===== config.mk =====
export PLATFORM = sky130hd
export DESIGN_NAME = adpll_lock_monitor
export DESIGN_NICKNAME = d
export VERILOG_FILES = /design/src/rtl/adpll_lock_monitor.sv
export SDC_FILE = /design/constraint.sdc
export NUM_CORES = 1
export LEC_CHECK = 0
export BUFFER_PORTS_ARGS = -buffer_cell sky130_fd_sc_hd__buf_2
export CORE_MARGIN = 1
export CORE_UTILIZATION = 39
export DETAILED_ROUTE_END_ITERATION = 8
export GPL_TIMING_DRIVEN = 0
export SETUP_SLACK_MARGIN = 0.05
export SYNTH_ARGS = -nofsm -noshare
export SYNTH_HDL_FRONTEND = slang
export SYNTH_SLANG_ARGS = --single-unit

===== constraint.sdc =====
create_clock -name fpga_clk_i -period 9 [get_ports fpga_clk_i]
set_input_delay 1.8 -clock fpga_clk_i [delete_from_list [all_inputs] [get_ports fpga_clk_i]]
set_output_delay 1.8 -clock fpga_clk_i [all_outputs]
set_load 0.005 [all_outputs]

===== src/rtl/adpll_lock_monitor.sv =====
// Per-channel frequency monitor for the ADPLL ring outputs.
// Counts resynchronised rising edges per gate window and tracks lock against ref.
module adpll_lock_monitor #(
    parameter int NUM_CH       = 4,
    parameter int COUNT_WIDTH  = 12,
    parameter int GATE_CYCLES  = 25800,
    parameter int LOCK_TOL     = 2,
    parameter int LOCK_WINDOWS = 4
) (
    input  logic                          fpga_clk_i,
    input  logic                          rst_pbn_i,
    input  logic                          enable_i,
    input  logic                          ref_i,
    input  logic [NUM_CH-1:0]             gen_i,
    output logic [COUNT_WIDTH-1:0]        ref_count_o,
    output logic [NUM_CH*COUNT_WIDTH-1:0] gen_count_o,
    output logic [NUM_CH-1:0]             locked_o,
    output logic                          all_locked_o,
    output logic                          valid_o
);

    localparam int NIN = NUM_CH + 1;
    localparam int CW  = COUNT_WIDTH;
    localparam int GW  = $clog2(GATE_CYCLES);
    localparam int SW  = $clog2(LOCK_WINDOWS + 1);

    localparam logic [CW-1:0] CMAX  = '1;
    localparam logic [GW-1:0] GLAST = GW'(GATE_CYCLES - 1);
    localparam logic [SW-1:0] SMAX  = SW'(LOCK_WINDOWS);
    localparam logic [CW:0]   TOL   = (CW + 1)'(LOCK_TOL);

    typedef enum logic [1:0] {
        IDLE,
        ARM,
        RUN
    } state_e;

    state_e state_q;

    logic [NIN-1:0] in_w;
    logic [NIN-1:0] s1_q;
    logic [NIN-1:0] s2_q;
    logic [NIN-1:0] dly_q;
    logic [NIN-1:0] edge_w;

    logic [GW-1:0] gate_q;
    logic          term_w;

    logic [CW-1:0] cnt_q [NIN];
    logic [CW-1:0] win_w [NIN];

    logic [SW-1:0] streak_q [NUM_CH];
    logic [SW-1:0] streak_d [NUM_CH];
    logic [NUM_CH-1:0] lock_d;

    logic [CW-1:0]        ref_cnt_q;
    logic [NUM_CH*CW-1:0] gen_cnt_q;
    logic [NUM_CH-1:0]    locked_q;
    logic                 all_q;
    logic                 valid_q;

    // Bit 0 is the reference, bit k+1 is node k.
    assign in_w   = {gen_i, ref_i};
    assign edge_w = s2_q & ~dly_q;
    assign term_w = (gate_q == GLAST);

    always_ff @(posedge fpga_clk_i or negedge rst_pbn_i) begin
        if (!rst_pbn_i) begin
            s1_q  <= '0;
            s2_q  <= '0;
            dly_q <= '0;
        end else begin
            s1_q  <= in_w;
            s2_q  <= s1_q;
            dly_q <= s2_q;
        end
    end

    // Window value includes the current cycle's edge and saturates.
    always_comb begin
        for (int i = 0; i < NIN; i++) begin
            win_w[i] = (cnt_q[i] == CMAX) ? CMAX : cnt_q[i] + CW'(edge_w[i]);
        end
    end

    always_comb begin
        logic [CW:0] a;
        logic [CW:0] b;
        logic [CW:0] d;
        logic        ok;
        a      = '0;
        b      = '0;
        d      = '0;
        ok     = 1'b0;
        lock_d = '0;
        for (int k = 0; k < NUM_CH; k++) begin
            a  = {1'b0, win_w[k+1]};
            b  = {1'b0, win_w[0]};
            d  = (a >= b) ? a - b : b - a;
            ok = (d <= TOL) && (win_w[k+1] != CMAX) && (win_w[0] != CMAX);
            if (!ok) begin
                streak_d[k] = '0;
            end else if (streak_q[k] == SMAX) begin
                streak_d[k] = SMAX;
            end else begin
                streak_d[k] = streak_q[k] + SW'(1);
            end
            lock_d[k] = (streak_d[k] == SMAX);
        end
    end

    always_ff @(posedge fpga_clk_i or negedge rst_pbn_i) begin
        if (!rst_pbn_i) begin
            state_q   <= IDLE;
            gate_q    <= '0;
            ref_cnt_q <= '0;
            gen_cnt_q <= '0;
            locked_q  <= '0;
            all_q     <= 1'b0;
            valid_q   <= 1'b0;
            for (int i = 0; i < NIN; i++) cnt_q[i] <= '0;
            for (int k = 0; k < NUM_CH; k++) streak_q[k] <= '0;
        end else begin
            valid_q <= 1'b0;
            unique case (state_q)
                IDLE: begin
                    gate_q   <= '0;
                    locked_q <= '0;
                    all_q    <= 1'b0;
                    for (int i = 0; i < NIN; i++) cnt_q[i] <= '0;
                    for (int k = 0; k < NUM_CH; k++) streak_q[k] <= '0;
                    if (enable_i) state_q <= ARM;
                end
                default: begin
                    if (!enable_i) begin
                        state_q  <= IDLE;
                        gate_q   <= '0;
                        locked_q <= '0;
                        all_q    <= 1'b0;
                        for (int i = 0; i < NIN; i++) cnt_q[i] <= '0;
                        for (int k = 0; k < NUM_CH; k++) streak_q[k] <= '0;
                    end else if (term_w) begin
                        state_q <= RUN;
                        gate_q  <= '0;
                        for (int i = 0; i < NIN; i++) cnt_q[i] <= '0;
                        if (state_q == RUN) begin
                            valid_q   <= 1'b1;
                            ref_cnt_q <= win_w[0];
                            for (int k = 0; k < NUM_CH; k++) begin
                                gen_cnt_q[k*CW +: CW] <= win_w[k+1];
                                streak_q[k]           <= streak_d[k];
                            end
                            locked_q <= lock_d;
                            all_q    <= &lock_d;
                        end
                    end else begin
                        gate_q <= gate_q + GW'(1);
                        for (int i = 0; i < NIN; i++) cnt_q[i] <= win_w[i];
                    end
                end
            endcase
        end
    end

    assign ref_count_o  = ref_cnt_q;
    assign gen_count_o  = gen_cnt_q;
    assign locked_o     = locked_q;
    assign all_locked_o = all_q;
    assign valid_o      = valid_q;

endmodule


# [Yosys cells after proc, flatten, opt, wreduce, memory -nomap -nowiden]
# Cells that the tools add are included.
[op_classes] magnitude_cmp=8 n_bitwise=3 reduce_logical=13 addsub=18 n_mux=43 n_eq_ne=23
[ops] op="60-bit 2-to-1 mux" n=3
[ops] op="12-bit 2-to-1 mux" n=9
[ops] op="12-bit by 12-bit subtractor with 13-bit output" n=8
[ops] op="12-bit by 1-bit adder with 12-bit output" n=5
[ops] op="12-bit equality test, second input constant" n=5
[ops] op="12-bit != test, second input constant" n=5
[ops] op="13-bit by 2-bit less-or-equal comparator with 1-bit output, second input constant" n=4
[ops] op="13-bit 2-to-1 mux" n=4
[ops] op="12-bit greater-or-equal comparator" n=4
[ops] op="15-bit 2-to-1 mux" n=3
[ops] op="3-bit equality test, second input constant" n=8
[ops] op="3-bit 2-to-1 mux" n=8
[ops] op="4-bit 2-to-1 mux" n=4
[ops] op="15-bit by 1-bit adder with 15-bit output, second input constant" n=1
[ops] op="15-bit equality test, second input constant" n=1
[ops] op="3-bit by 1-bit adder with 3-bit output, second input constant" n=4
[ops] op="1-bit logical AND" n=8
[ops] op="1-bit 2-to-1 mux" n=8
[ops] op="2-bit 2-to-1 mux" n=4
[ops] op="4-bit AND reduction" n=2
[ops] op="3-bit by 1-bit != test with 1-bit output, second input constant" n=2
[ops] op="5-bit AND" n=1
[ops] op="5-bit NOT" n=1
[ops] op="2-bit AND reduction" n=2
[ops] op="4 further kinds" n=4
[word_totals] regBits=170 elab_cells=127 output_inout_bits=66

# [Depth between registers and ports, before layout]
[depth] depth_word=16 depth_mapped=20

# [Worst setup path before layout]
# Ideal clock, no wire load.
[synth_path] path_type="register to register" start="register s2_q[0]" end="register all_q, in the netlist all_locked_o" path_stages_with_launch=15 setup_time_ps=77 n_path_buf=0 path_slack_ps=4464 arrival_ps=4460 path_cell_list="dfrtp_1 -> nor2b_1 -> ha_1 -> ha_1 -> nor2_1 -> inv_1 -> fa_1 -> a21o_1 -> a221o_1 -> or3_4 -> a2111oi_4 -> nand4b_1 -> a2111oi_2 -> nand4_1 -> o21ai_1"
[synth_rtl] element="start, declared" line_no="42" text="logic [NIN-1:0] s2_q;"
[synth_rtl] element="start signal, assigned" line_no="74" text="s2_q <= s1_q;"
[synth_rtl] element="end signal, assigned" line_no="154" text="all_q <= &lock_d;"
[synth_rtl] element="end, declared" line_no="59" text="logic all_q;"

==> summary.md <==
| Metric | Value |
|---|---|
| Final Core Density | 0.442 |
| CP max FO | 10 |
| Max Cap Viol | 0 |
| Design Power | 1.76 mW |
| Final instance area | 14800 um2 |
| Critical Path End Type | register |
| Leakage power | 7.19 nW |
| Peak supply drop | 0.143 mV |
| Final Non-Filler Cells | 2154 |
| PwrDens | 119 nW/um2 |
| Hold WC Path Type | reg2reg |
| Detail Route Antenna Nets | 0 |
| Final WL | between 30000 and 40000 um |
| CTS tree | built |
| Final Skew | 0.0108 ns |
| DR pass1 iterations | 6 |
| Die Width | 186 um |
| GRT Overall Usage | 0.233 |
| Largest net degree at the start of global routing | 92 |
| IO Port Bufs | 73 |
| Vias in the first global route | between 10000 and 15000 |
| Min cycle time layout | about 6.3 ns |
| Seq cells post-synth | 170 |
| Num rows | 67 |
| Die ar. | 34800 um2 |
| Worst skew pair latency | 0.45 ns |
| Number of synthesis warnings | 0 |
| First-pass GRT wire length | approximately 64000 um |
| Die extent in y | roughly 190 um |
| Hold slack | 0.349 ns |
| Slowest stage delay, CP | 0.90 ns |
| CP Launch Type | register |
| Post-synth net total | about 1700 |
| Placer Congestion | around 0.95 |
| Hold path cells | 0 |
| Placed Cells | 2122 |
| Register area share after synthesis | 0.321 |
| Final Slew Violations | 0 |
| CP dominant cell by count | ha_1 |
| CP Cell Sequence | nor2b_1, ha_1, ha_1, nand3_1, nor3_1, mux2i_1, inv_1, ha_1, clkbuf_1, a21o_1, a221oi_1, o211ai_1, or3_1, nor4_1, nand4_1, o32ai_1, nand3_1, o31ai_1 |
| Initial Util | 0.396 |
| Unrepaired setup endpoints after global routing | no |
| CP Class | reg2reg |
| EDFF count, synth | 0 |
| Gr ovfl total | 0 |
| Clock Sink Count | 170 |
| DR WL/cell | 18.5 um |
| Tcrit/Tclk final | 0.698 |
| Layout cells sized above 1 | 0.0967 |
| Core Region | roughly 34000 um2 |
| Layout Nets | about 1800 |
| Synth Area per Inst | just over 8 um2 |
| I/O Pins | 74 |
| CP max stage cell | mux2i_1 |
| Top_reg_cell synth | dfrtp_1 |
| Slew HR | 0.185 |
| Clock buffer depth | 2 |
| Required time worst endpoint | around 9.4 ns |
| Antenna violations before repair | 0 |
| Num CTS Buffers | 17 |
| Dpl hpwl | 29900 um |
| Hold-fix buffers, CTS | 0 |
| Critical path arrival | between 6 and 7 ns |
| Status | complete, no violations |
| Root buffer cell | clkbuf_16 |
| Area after DPL | 14200 um2 |
| Synth cell types | between 90 and 100 |
| R2R depth | 18 |
| Least-Margin Pin Slew | 1.22 ns |
| H-tree depth | 4 |
| Post-synth ARST share | 1.00 |
| Reg clk slew, reported paths | approximately 0.07 ns |
| Initial DRC Count | 966 |
| Setup WS pre-CTS | around 2.8 ns |
| Number of remaining DRC errors | 0 |
| Synth-to-Final Area Change | 11.8% |
| Antenna diodes | 0 |
| Cell Area, Synth | 13300 um2 |
| Mapped Cells | 1600 |
| DR vias | 12204 |
| Vias per cell | 5.67 |
| Sum Neg Setup Slack | 0 ns |
| Final hold viol count | 0 |
| Setup Fix Bufs, Post-CTS | 0 |
| Gates resized, CTS repair | 0 |
| Final setup violation count | 0 |
| Final worst slack | 2.72 ns |
| Peak Freq | 159 MHz |
-- cells in the final DEF (no fill, tap or decap), types with 19 or more instances in the layout --
master | Yosys | routed
a21o_1 | 29 | 29
a21oi_1 | 85 | 85
buf_2 | 18 | 90
clkbuf_1 | 41 | 44
dfrtp_1 | 170 | 170
ha_1 | 115 | 115
inv_1 | 109 | 109
mux2i_1 | 22 | 22
nand2_1 | 162 | 162
nand3_1 | 54 | 54
nand4_1 | 32 | 32
nor2_1 | 191 | 191
nor2b_1 | 19 | 19
nor3_1 | 26 | 26
o21ai_0 | 129 | 129
xnor2_1 | 44 | 44
xor2_1 | 36 | 36
-- final timing paths --
| path | slack [ns] | endpoint | start |
|---|---|---|---|
| hold / removal | 0.35 | s2_q[1] | s1_q[1] |
| hold reg to reg | 0.35 | s2_q[1] | s1_q[1] |
| setup reg to reg | 2.72 | streak_q[3] | s2_q[0] |
| min in group asynchronous | 1.30 | gen_count_o[30] | rst_pbn_i |
| max in group asynchronous | 6.82 | gate_q[14] | rst_pbn_i |
| setup / recovery | 2.72 | streak_q[3] | s2_q[0] |
-- final cells by class --
class	instances	area, um2
buffer	71	322
inverter	109	409
fill	3353	18700
clock buffer	22	464
clock inverter	10	143
tap	448	561
timing repair buffer	74	403
multi-input combinational	1250	8280
sequential	170	4250
-- state kept, by name, summed over array words and instances (netlist names) --
| name | count |
|---|---|
| all_locked_o | 1 |
| cnt_q | 60 |
| dly_q | 5 |
| gate_q | 15 |
| gen_count_o | 48 |
| locked_o | 4 |
| ref_count_o | 12 |
| s1_q | 5 |
| s2_q | 5 |
| state_q | 2 |
| streak_q | 12 |
| valid_o | 1 |
-- Yosys cell counts (9+ instances only) --
master | instances | area (um2)
nor2b_1 | 19 | 119
and3_1 | 17 | 106
clkbuf_1 | 41 | 154
o211ai_1 | 15 | 113
ha_1 | 115 | 1440
mux2i_1 | 22 | 220
or3_1 | 12 | 75.1
o2111ai_1 | 10 | 87.6
a31oi_1 | 10 | 62.6
a21o_1 | 29 | 218
a2111oi_0 | 12 | 105
and4_1 | 10 | 87.6
nor4_1 | 14 | 87.6
nor3_1 | 26 | 130
o21a_1 | 16 | 120
xnor2_1 | 44 | 385
inv_1 | 109 | 409
nor2_1 | 191 | 717
o21ai_0 | 129 | 646
o21bai_1 | 9 | 67.6
nand2_1 | 162 | 608
nand2b_1 | 17 | 106
nand3_1 | 54 | 270
xor2_1 | 36 | 315
buf_2 | 18 | 90.1
nand4_1 | 32 | 200
a21oi_1 | 85 | 425
dfrtp_1 | 170 | 4250
a211oi_1 | 15 | 113
-- worst max-delay path, delay by kind of cell (launching register included) --
family | cells | cell delay [ns]
buffers and inverters | 2 | 0.73
AO/OA/AOI/OAI | 5 | 1.52
AND/OR/NAND/NOR | 7 | 1.71
adder cells (fa/ha/maj) | 3 | 0.97
multiplexers | 1 | 0.90
flip-flops | 1 | 0.35
-- cell families after synthesis --
family	share of synthesized area
AND/OR/NAND/NOR	0.220
AO/OA/AOI/OAI	0.211
XOR/XNOR	0.0528
adder cells (fa/ha/maj)	0.121
buffers and inverters	0.0551
multiplexers	0.0200
flip-flops	0.321
-- power breakdown --
| part | switching (mW) | internal, mW | total, mW |
|---|---|---|---|
| combinational | 0.128 | 0.0838 | 0.212 |
| clock | 0.328 | 0.452 | 0.779 |
| sequential | 0.00278 | 0.769 | 0.772 |
| total | 0.458 | 1.30 | 1.76 |
-- per-layer routing --
layer | global-route usage | share of wire
met5 | 0 | 0
met4 | 0.0938 | 0.030
met3 | 0.0389 | 0.050
met2 | 0.362 | 0.45
met1 | 0.320 | 0.47
No activity file was read; power rests on OpenSTA's default activity.
